$ cat src/rtl/mem_latency_responder.sv
// In-order delay FIFO: holds requests with a per-slot countdown and returns each segment tag once it matures.
// Optional MEM_LAT_STATS_EN adds back-pressure and peak-occupancy statistics outputs.
module mem_latency_responder #(
  parameter int unsigned SEG_W   = 5,
  parameter int unsigned DELAY_W = 10,
  parameter int unsigned DEPTH   = 8
) (
  input  logic                     clk,
  input  logic                     reset,
  input  logic                     stall,
  input  logic                     req_valid,
  output logic                     req_ready,
  input  logic [SEG_W-1:0]         req_seg,
  input  logic [DELAY_W-1:0]       req_delay,
  output logic                     resp_valid,
  input  logic                     resp_ready,
  output logic [SEG_W-1:0]         resp_seg,
  output logic [$clog2(DEPTH):0]   occupancy
`ifdef MEM_LAT_STATS_EN
  ,
  output logic [31:0]              stat_bp_cycles,
  output logic [$clog2(DEPTH):0]   stat_max_occ
`endif
);

  localparam int unsigned AW = $clog2(DEPTH);
  localparam int unsigned OW = AW + 1;

  logic [AW-1:0]      wr_ptr, rd_ptr;
  logic [OW-1:0]      occ_q, occ_d;
  logic [DEPTH-1:0]   slot_vld;
  logic [SEG_W-1:0]   slot_seg [DEPTH];
  logic [DELAY_W-1:0] slot_cnt [DEPTH];
  logic               push, pop;

  assign req_ready  = (occ_q != OW'(DEPTH)) & ~stall;
  assign resp_valid = slot_vld[rd_ptr] & (slot_cnt[rd_ptr] == '0) & ~stall;
  assign resp_seg   = slot_vld[rd_ptr] ? slot_seg[rd_ptr] : '0;
  assign occupancy  = occ_q;
  assign push       = req_valid & req_ready;
  assign pop        = resp_valid & resp_ready;

  always_comb begin
    occ_d = occ_q;
    if (push && !pop)
      occ_d = occ_q + OW'(1);
    else if (pop && !push)
      occ_d = occ_q - OW'(1);
  end

  always_ff @(posedge clk) begin
    if (reset) begin
      wr_ptr   <= '0;
      rd_ptr   <= '0;
      occ_q    <= '0;
      slot_vld <= '0;
      for (int unsigned i = 0; i < DEPTH; i++) begin
        slot_seg[i] <= '0;
        slot_cnt[i] <= '0;
      end
    end else begin
      if (!stall) begin
        for (int unsigned i = 0; i < DEPTH; i++) begin
          if (slot_vld[i] && slot_cnt[i] != '0)
            slot_cnt[i] <= slot_cnt[i] - DELAY_W'(1);
        end
      end
      // The push slot is never occupied, so its load cannot collide with a decrement.
      if (push) begin
        slot_vld[wr_ptr] <= 1'b1;
        slot_seg[wr_ptr] <= req_seg;
        slot_cnt[wr_ptr] <= req_delay;
        wr_ptr           <= wr_ptr + AW'(1);
      end
      if (pop) begin
        slot_vld[rd_ptr] <= 1'b0;
        rd_ptr           <= rd_ptr + AW'(1);
      end
      occ_q <= occ_d;
    end
  end

`ifdef MEM_LAT_STATS_EN
  always_ff @(posedge clk) begin
    if (reset) begin
      stat_bp_cycles <= '0;
      stat_max_occ   <= '0;
    end else begin
      if (resp_valid && !resp_ready && stat_bp_cycles != '1)
        stat_bp_cycles <= stat_bp_cycles + 32'd1;
      // Track against the next occupancy so the peak includes the current cycle's value.
      if (occ_d > stat_max_occ)
        stat_max_occ <= occ_d;
    end
  end
`endif

endmodule

$ cat config.mk
export PLATFORM = sky130hd
export DESIGN_NAME = mem_latency_responder
export DESIGN_NICKNAME = d
export VERILOG_FILES = /design/src/rtl/mem_latency_responder.sv
export SDC_FILE = /design/constraint.sdc
export NUM_CORES = 1
export LEC_CHECK = 0
export BUFFER_PORTS_ARGS = -buffer_cell sky130_fd_sc_hd__buf_2
export CAP_MARGIN = 20
export CORE_ASPECT_RATIO = 1.1
export CORE_MARGIN = 2
export CORE_UTILIZATION = 50
export CTS_CLUSTER_DIAMETER = 200
export DETAILED_ROUTE_END_ITERATION = 12
export GPL_TIMING_DRIVEN = 0
export PLACE_DENSITY = 0.76
export SLEW_MARGIN = 20
export SYNTH_ARGS = -nofsm -noshare
export SYNTH_HDL_FRONTEND = slang
export SYNTH_SLANG_ARGS = --single-unit
$ cat constraint.sdc
create_clock -name clk -period 3.3 [get_ports clk]
set_clock_uncertainty 0.1 [all_clocks]
set_input_delay 0.495 -clock clk [delete_from_list [all_inputs] [get_ports clk]]
set_output_delay 0.495 -clock clk [all_outputs]
set_load 0.02 [all_outputs]
==> results of run 1 <==
-- metrics by stage --
step | worst slack (ps) | TNS (ps) | cells | area [sq um]
detailed placement | -443 | -465 | 973 | 8240
global route | -233 | -233 | 1018 | 9070
finish | -72.4 | -72.4 | 1018 | 9070
floorplan | 3.60 | 0 | 753 | 7890
global placement | -380 | -380 | 973 | 8240
CTS | -44.2 | -44.2 | 1017 | 9050
-- layout by cell type (no fill, tap or decap), types with 23 or more instances in the layout --
cell type and n:
xnor2_1 43, buf_2 36, and2_1 42, o21ai_1 60, edfxtp_1 120, inv_1 25, a211oi_1 25, nand2_1 94
xor2_1 23, nor2_1 77
-- cell families after synthesis --
kind of cell               count (synthesis)  synth area share [%]
AOI/OAI and AO/OA                        131                  11.1
buffers and inverters                     67                  3.59
xor gates and xnor gates                  66                  7.33
and+or+nand+nor                          310                  19.7
muxes                                     24                  4.90
adders and majority gates                 14                  2.32
DFF                                      141                  51.0
-- per-layer routing --
layer  vias up  part of all wire (%)  wire, um  global-route usage (%)
met3        63                   5.4      1040                    5.26
li1       2803                     -         -                       -
met1      2872                    42      8000                    30.7
met5         -                     0         0                       0
met2       170                    49      9390                    39.3
met4         0                   4.3       825                    12.4
-- how the worst min path moves through the flow --
stage | slack (ps) | end | cells past startpoint
6_report | 350 | slot_seg[3][4] | 2
5_1_grt | 360 | slot_seg[3][4] | 2
4_1_cts | 350 | slot_seg[1][1] | 2
3_3_place_gp | 380 | occupancy[3] | 2
2_1_floorplan | 400 | slot_vld[0] | 2
3_5_place_dp | 410 | occupancy[3] | 2
-- layout make-up --
cell class              count  area share (%)
clock buffers              19            4.77
flip-flops and latches    141            44.4
multi-input cells         545            41.0
repair buffers             34            2.26
clock inverters            13            1.64
inverters                  29            1.20
well taps                 200            2.76
plain buffers              37            1.92
-- sequential cells by signal, indices dropped and copies added, names as in the netlist, named ones only --
signal,flops
slot_cnt,80
slot_seg,40
slot_vld,8
occupancy,4
rd_ptr,3
wr_ptr,3
-- cell usage after synthesis, types with 3 or more instances --
cell type / instances / area, sq um
nor2_1: 77 / 289
or3_1: 8 / 50.1
mux2_1: 4 / 45.0
clkbuf_1: 19 / 71.3
a31o_1: 3 / 26.3
edfxtp_1: 120 / 3600
nand2b_1: 10 / 62.6
o21ai_1: 60 / 300
xnor2_1: 43 / 377
inv_1: 26 / 97.6
nand4_1: 3 / 18.8
xor2_1: 23 / 201
a21oi_1: 11 / 55.1
nor4_2: 4 / 50.1
and2_1: 42 / 263
nor2b_1: 8 / 50.1
a211oi_1: 25 / 188
nand2_1: 94 / 353
a31oi_1: 7 / 43.8
nor4_1: 9 / 56.3
mux2i_1: 8 / 80.1
nand3b_1: 6 / 45.0
nand3_1: 8 / 40.0
dfxtp_1: 21 / 420
o311a_1: 4 / 40.0
buf_2: 16 / 80.1
ha_1: 13 / 163
o21bai_1: 3 / 22.5
nor3_1: 23 / 115
a21o_1: 3 / 22.5
nor3b_1: 5 / 37.5
mux4_2: 11 / 248
-- power by group through the flow --
stage | clock, W | combinational [W] | sequential (W)
after floorplan | 0 | 0.000301 | 0.00213
after global placement | 0 | 0.000406 | 0.00214
after detailed placement | 0 | 0.000415 | 0.00214
after CTS | 0.00193 | 0.000443 | 0.00212
after global routing | 0.00200 | 0.000487 | 0.00213
final | 0.00193 | 0.000445 | 0.00212
-- worst max-delay path, delay by kind of cell, from the launching register on --
kind / cells / cell delay (ps)
AND/OR/NAND/NOR: 3 / 1040
buffers and inverters: 2 / 220
AO/OA/AOI/OAI: 6 / 1040
flip-flops: 1 / 380
adder cells (fa/ha/maj): 2 / 410
XOR/XNOR: 1 / 90
-- repair_timing --
item,4_1_cts,5_1_grt
resized for setup,20,2
setup endpoints to repair,4,2
setup buffers,13,1
pin swaps,15,1
cloned,0,0
==> results.json, run 1 <==
{
  "setup_viol": 1,
  "drv_slew": 0,
  "hold_viol": 0,
  "worst_ir_drop_vdd_mv": 0.283,
  "violations": "negative setup slack",
  "root_buffer": "clkbuf_16",
  "crit_start": "slot_cnt[5][6]",
  "crit_path_start_kind": "flop",
  "r2r_start": "slot_cnt[5][6]",
  "ys_seq_area_share_pct": 51.0,
  "drc_errors": 0,
  "dr.pass1.iters": 5,
  "slew_headroom_pct": 32.4,
  "critPathArrivalTime_ps": 3620,
  "cp.required_ps": 3550,
  "io_pins": 31,
  "max_stage_delay_ps": 580,
  "rrSetupSlack_ps": -70,
  "clock_sinks": 141,
  "htreeDepth": 4,
  "first_iter_violations": 486,
  "outcome": "finished with violations",
  "crit_end": "occupancy[3]",
  "dp_hpwl_um": 13200,
  "total_power_w": 0.00449,
  "hold_class": "in2reg",
  "hold_ws_ps": 347,
  "ys.flop_type": "edfxtp_1",
  "die-area_sq_mm": 0.0168,
  "post-route-worst-setup-slack_ps": -72.4,
  "netlist_area_sq_mm": 0.00789,
  "synth_nets": 787,
  "clk_latency_ps": 430,
  "synth_warnings": 0,
  "die_w_um": 124,
  "tightest_slew_ps": 1000,
  "antenna_cells": 0,
  "p_per_area_mw_per_mm2": 495,
  "wl_um": 19300,
  "rows": 48,
  "syn_area_per_cell_sq_um": 10.5,
  "async_reset_ff_share_pct": 0,
  "synth_edf_count": 120,
  "place_congestion": 0.924,
  "core_sq_mm": 0.0156,
  "antenna_found_initial": 0,
  "syn_inst": 753,
  "combPwrFrac_pct": 9.9,
  "rsz0062_at_grt": "yes",
  "port_buffers": 20,
  "grt_pass1_wl_um": 30700,
  "ys_types": 61,
  "cts_buffers": 17,
  "min_from": "req_seg[4]",
  "drive_gt1_share_pct": 15.0,
  "clock.fmax_mhz": 297,
  "die_h_um": 136,
  "min_period_ps": 3370,
  "fin_util_pct": 58.3,
  "reg2reg_depth": 14,
  "crit_type": "reg2reg",
  "nets": 839,
  "path_clk_slew_ps": 60,
  "cp_max_fo": 2,
  "drt-wirelength-per-cell_um": 18.9,
  "cap_violations": 0,
  "grt_max_degree": 17,
  "clock_path_buffers": 2,
  "crit_chain": "or4_4, nor2_4, a22o_4, o221ai_4, a2111oi_4, inv_1, ha_2, inv_2, ha_4, a21o_1, a21oi_2, xnor2_1, or3_1, a21oi_1",
  "switchingPower_w": 0.00110,
  "seq_area_sq_mm": 0.00403,
  "cts_tree": "yes",
  "setup.worst_path.end_class": "flop",
  "vias": 5908,
  "antenna_left": 0,
  "cts_hold_buf": 0,
  "grt_pass1_vias": 5932,
  "crit_path_top_delay_cell": "or4_4",
  "p_int_w": 0.00339,
  "leakage_nw": 3.15,
  "start_util_pct": 50.7,
  "ys_ff_latch": 141,
  "grt_use_total_pct": 24.4,
  "p_sw_share_pct": 24.6,
  "routed_via_density": 5.80,
  "area_growth_pct": 15.0,
  "seq_power_share_pct": 47.2,
  "r2r_end": "occupancy[3]",
  "multi_input_area_sq_mm": 0.00372,
  "clkPwrFrac_pct": 42.9,
  "grt-ovfl-total": 0,
  "nFillCells": 1293,
  "fin_crit_sh_pct": 102
}
Note: power is estimated with default switching activity, not from simulation.
==> run 2, diff against run 1 <==
--- a/config.mk
+++ b/config.mk
@@ -13,7 +13,7 @@
 export CTS_CLUSTER_DIAMETER = 200
 export DETAILED_ROUTE_END_ITERATION = 12
 export GPL_TIMING_DRIVEN = 0
-export PLACE_DENSITY = 0.76
+export PLACE_DENSITY = 0.74
 export SLEW_MARGIN = 20
 export SYNTH_ARGS = -nofsm -noshare
 export SYNTH_HDL_FRONTEND = slang
==> constraint.sdc (replaced) <==
create_clock -name clk -period 3.63 [get_ports clk]
set_clock_uncertainty 0.1 [all_clocks]
set_input_delay 0.5445 -clock clk [delete_from_list [all_inputs] [get_ports clk]]
set_output_delay 0.5445 -clock clk [all_outputs]
set_load 0.02 [all_outputs]
==> run 2 against run 1 <==
Effect of this change:
- the flow now finishes without violations
- largest cell class unchanged
- worst hold slack improved by 59 ps
- critical endpoint unchanged
- first-iteration DRC count up 6.8%
- cell count up 0.29%
- global-route usage down 0.30 points
- highest routed layer unchanged
- maximum frequency fell by 1.9%
==> results.json, run 2 (same netlist as run 1, synthesis figures left out) <==
{
  "p_per_area_mw_per_mm2": 433,
  "leakage_nw": 3.14,
  "cp.required_ps": 3880,
  "cts_hold_buf": 0,
  "io_pins": 31,
  "first_iter_violations": 519,
  "antenna_left": 0,
  "crit_end": "occupancy[3]",
  "root_buffer": "clkbuf_16",
  "nets": 842,
  "cts_buffers": 17,
  "min_period_ps": 3440,
  "grt_max_degree": 17,
  "antenna_found_initial": 0,
  "cts_tree": "yes",
  "cp_max_fo": 4,
  "die_h_um": 136,
  "drc_errors": 0,
  "slew_headroom_pct": 53.8,
  "clk_latency_ps": 420,
  "path_clk_slew_ps": 60,
  "grt_pass1_wl_um": 30200,
  "r2r_end": "occupancy[3]",
  "place_area_sq_mm": 0.00824,
  "reg2reg_depth": 15,
  "outcome": "finished, final reports clean",
  "grt_use_total_pct": 24.0,
  "final_common_cell": "edfxtp_1",
  "drive_gt1_share_pct": 15.1,
  "die_w_um": 124,
  "r2r_start": "slot_cnt[5][8]",
  "setup_viol": 0,
  "crit_start": "slot_cnt[5][8]",
  "rows": 48,
  "crit_path_start_kind": "flop",
  "htreeDepth": 4,
  "final_area_sq_mm": 0.00902,
  "top_regs": "slot_cnt x80, slot_seg x40, slot_vld x8",
  "clock.fmax_mhz": 291,
  "final_cells": 1021,
  "layout_common_cells": "edfxtp_1, nand2_1, nor2_1",
  "drt-wirelength-per-cell_um": 18.8,
  "place_congestion": 0.935,
  "core_sq_mm": 0.0156,
  "crit_type": "reg2reg",
  "setup.worst_path.end_class": "flop",
  "critPathArrivalTime_ps": 3690,
  "dr.pass1.iters": 5,
  "vias": 5845,
  "die-area_sq_mm": 0.0168,
  "wl_um": 19200,
  "top_register": "slot_cnt",
  "hold_class": "in2reg",
  "antenna_cells": 0,
  "clock_path_buffers": 2,
  "grt-ovfl-total": 0,
  "hold_ws_ps": 406,
  "port_buffers": 20,
  "worst_ir_drop_vdd_mv": 0.313,
  "dp.cells": 973,
  "total_power_w": 0.00391,
  "grt_pass1_vias": 5636,
  "clock_sinks": 141,
  "cap_violations": 0,
  "tightest_slew_ps": 687,
  "largest_reg_flops": 80,
  "dp_hpwl_um": 13300,
  "hold_viol": 0,
  "area_growth_pct": 14.4,
  "routed_via_density": 5.72,
  "fin_crit_sh_pct": 94.7,
  "start_util_pct": 50.7,
  "drv_slew": 0,
  "rrSetupSlack_ps": 190
}
-- run 2: how the worst min path moves through the flow --
stage	startpoint	endpoint	slack, ps	cells past startpoint
global route	req_seg[0]	slot_seg[4][0]	410	2
CTS	req_seg[0]	slot_seg[4][0]	390	2
detailed placement	occupancy[3]	occupancy[3]	400	2
global placement	occupancy[3]	occupancy[3]	380	2
finish	req_seg[0]	slot_seg[4][0]	410	2
floorplan	slot_vld[0]	slot_vld[0]	400	2
-- run 2: power breakdown --
group          total (W)  leakage (nW)  switching (W)  internal, W
clock network    0.00157         0.248       0.000638     0.000936
logic           0.000411          1.48       0.000246     0.000164
registers        0.00192          1.41      0.0000780      0.00185
-- run 2: per-stage QoR --
| stage | setup TNS (ps) | utilization [%] | setup slack (ps) |
|---|---|---|---|
| 2_1_floorplan | 0 | - | 280 |
| 3_3_place_gp | -264 | 52.9 | -264 |
| 3_5_place_dp | -302 | 53.0 | -302 |
| 4_1_cts | 0 | 56.8 | 4.57 |
| 5_1_grt | -20.2 | 58.0 | -20.2 |
| 6_report | 0 | 58.0 | 192 |
-- run 2: worst max-delay path, stage by stage, from the launching register on --
cell,delay (ps)
edfxtp_1,400
or4_4,580
nor2_4,170
a22o_4,140
o221ai_4,120
a2111oi_4,290
buf_4,190
inv_1,70
ha_4,170
inv_2,70
ha_1,220
a21o_1,180
a21oi_2,160
xnor2_2,80
or3_1,310
a21oi_1,120
-- run 2: final cells by class --
type,instances,area [sq um]
Fill cell,1291,6530
Sequential cell,141,4030
Multi-Input combinational cell,545,3710
Clock buffer,24,452
Tap cell,200,250
Timing Repair Buffer,36,220
Buffer,38,179
Inverter,29,109
Clock inverter,8,72.6
-- run 2: routing by layer --
layer  GRT usage (%)  vias up  routed length [um]
li1                -     2809                   -
met1            32.6     2818                8520
met2            37.8      181                9150
met3            3.87       37                 962
met4            11.0        0                 560
met5               0        -                   0
-- run 2: repair_timing --
action                     4_1_cts  5_1_grt
resized for setup                7       18
pin swaps                        2        9
buffers inserted                 4       12
setup endpoints to repair        1        1
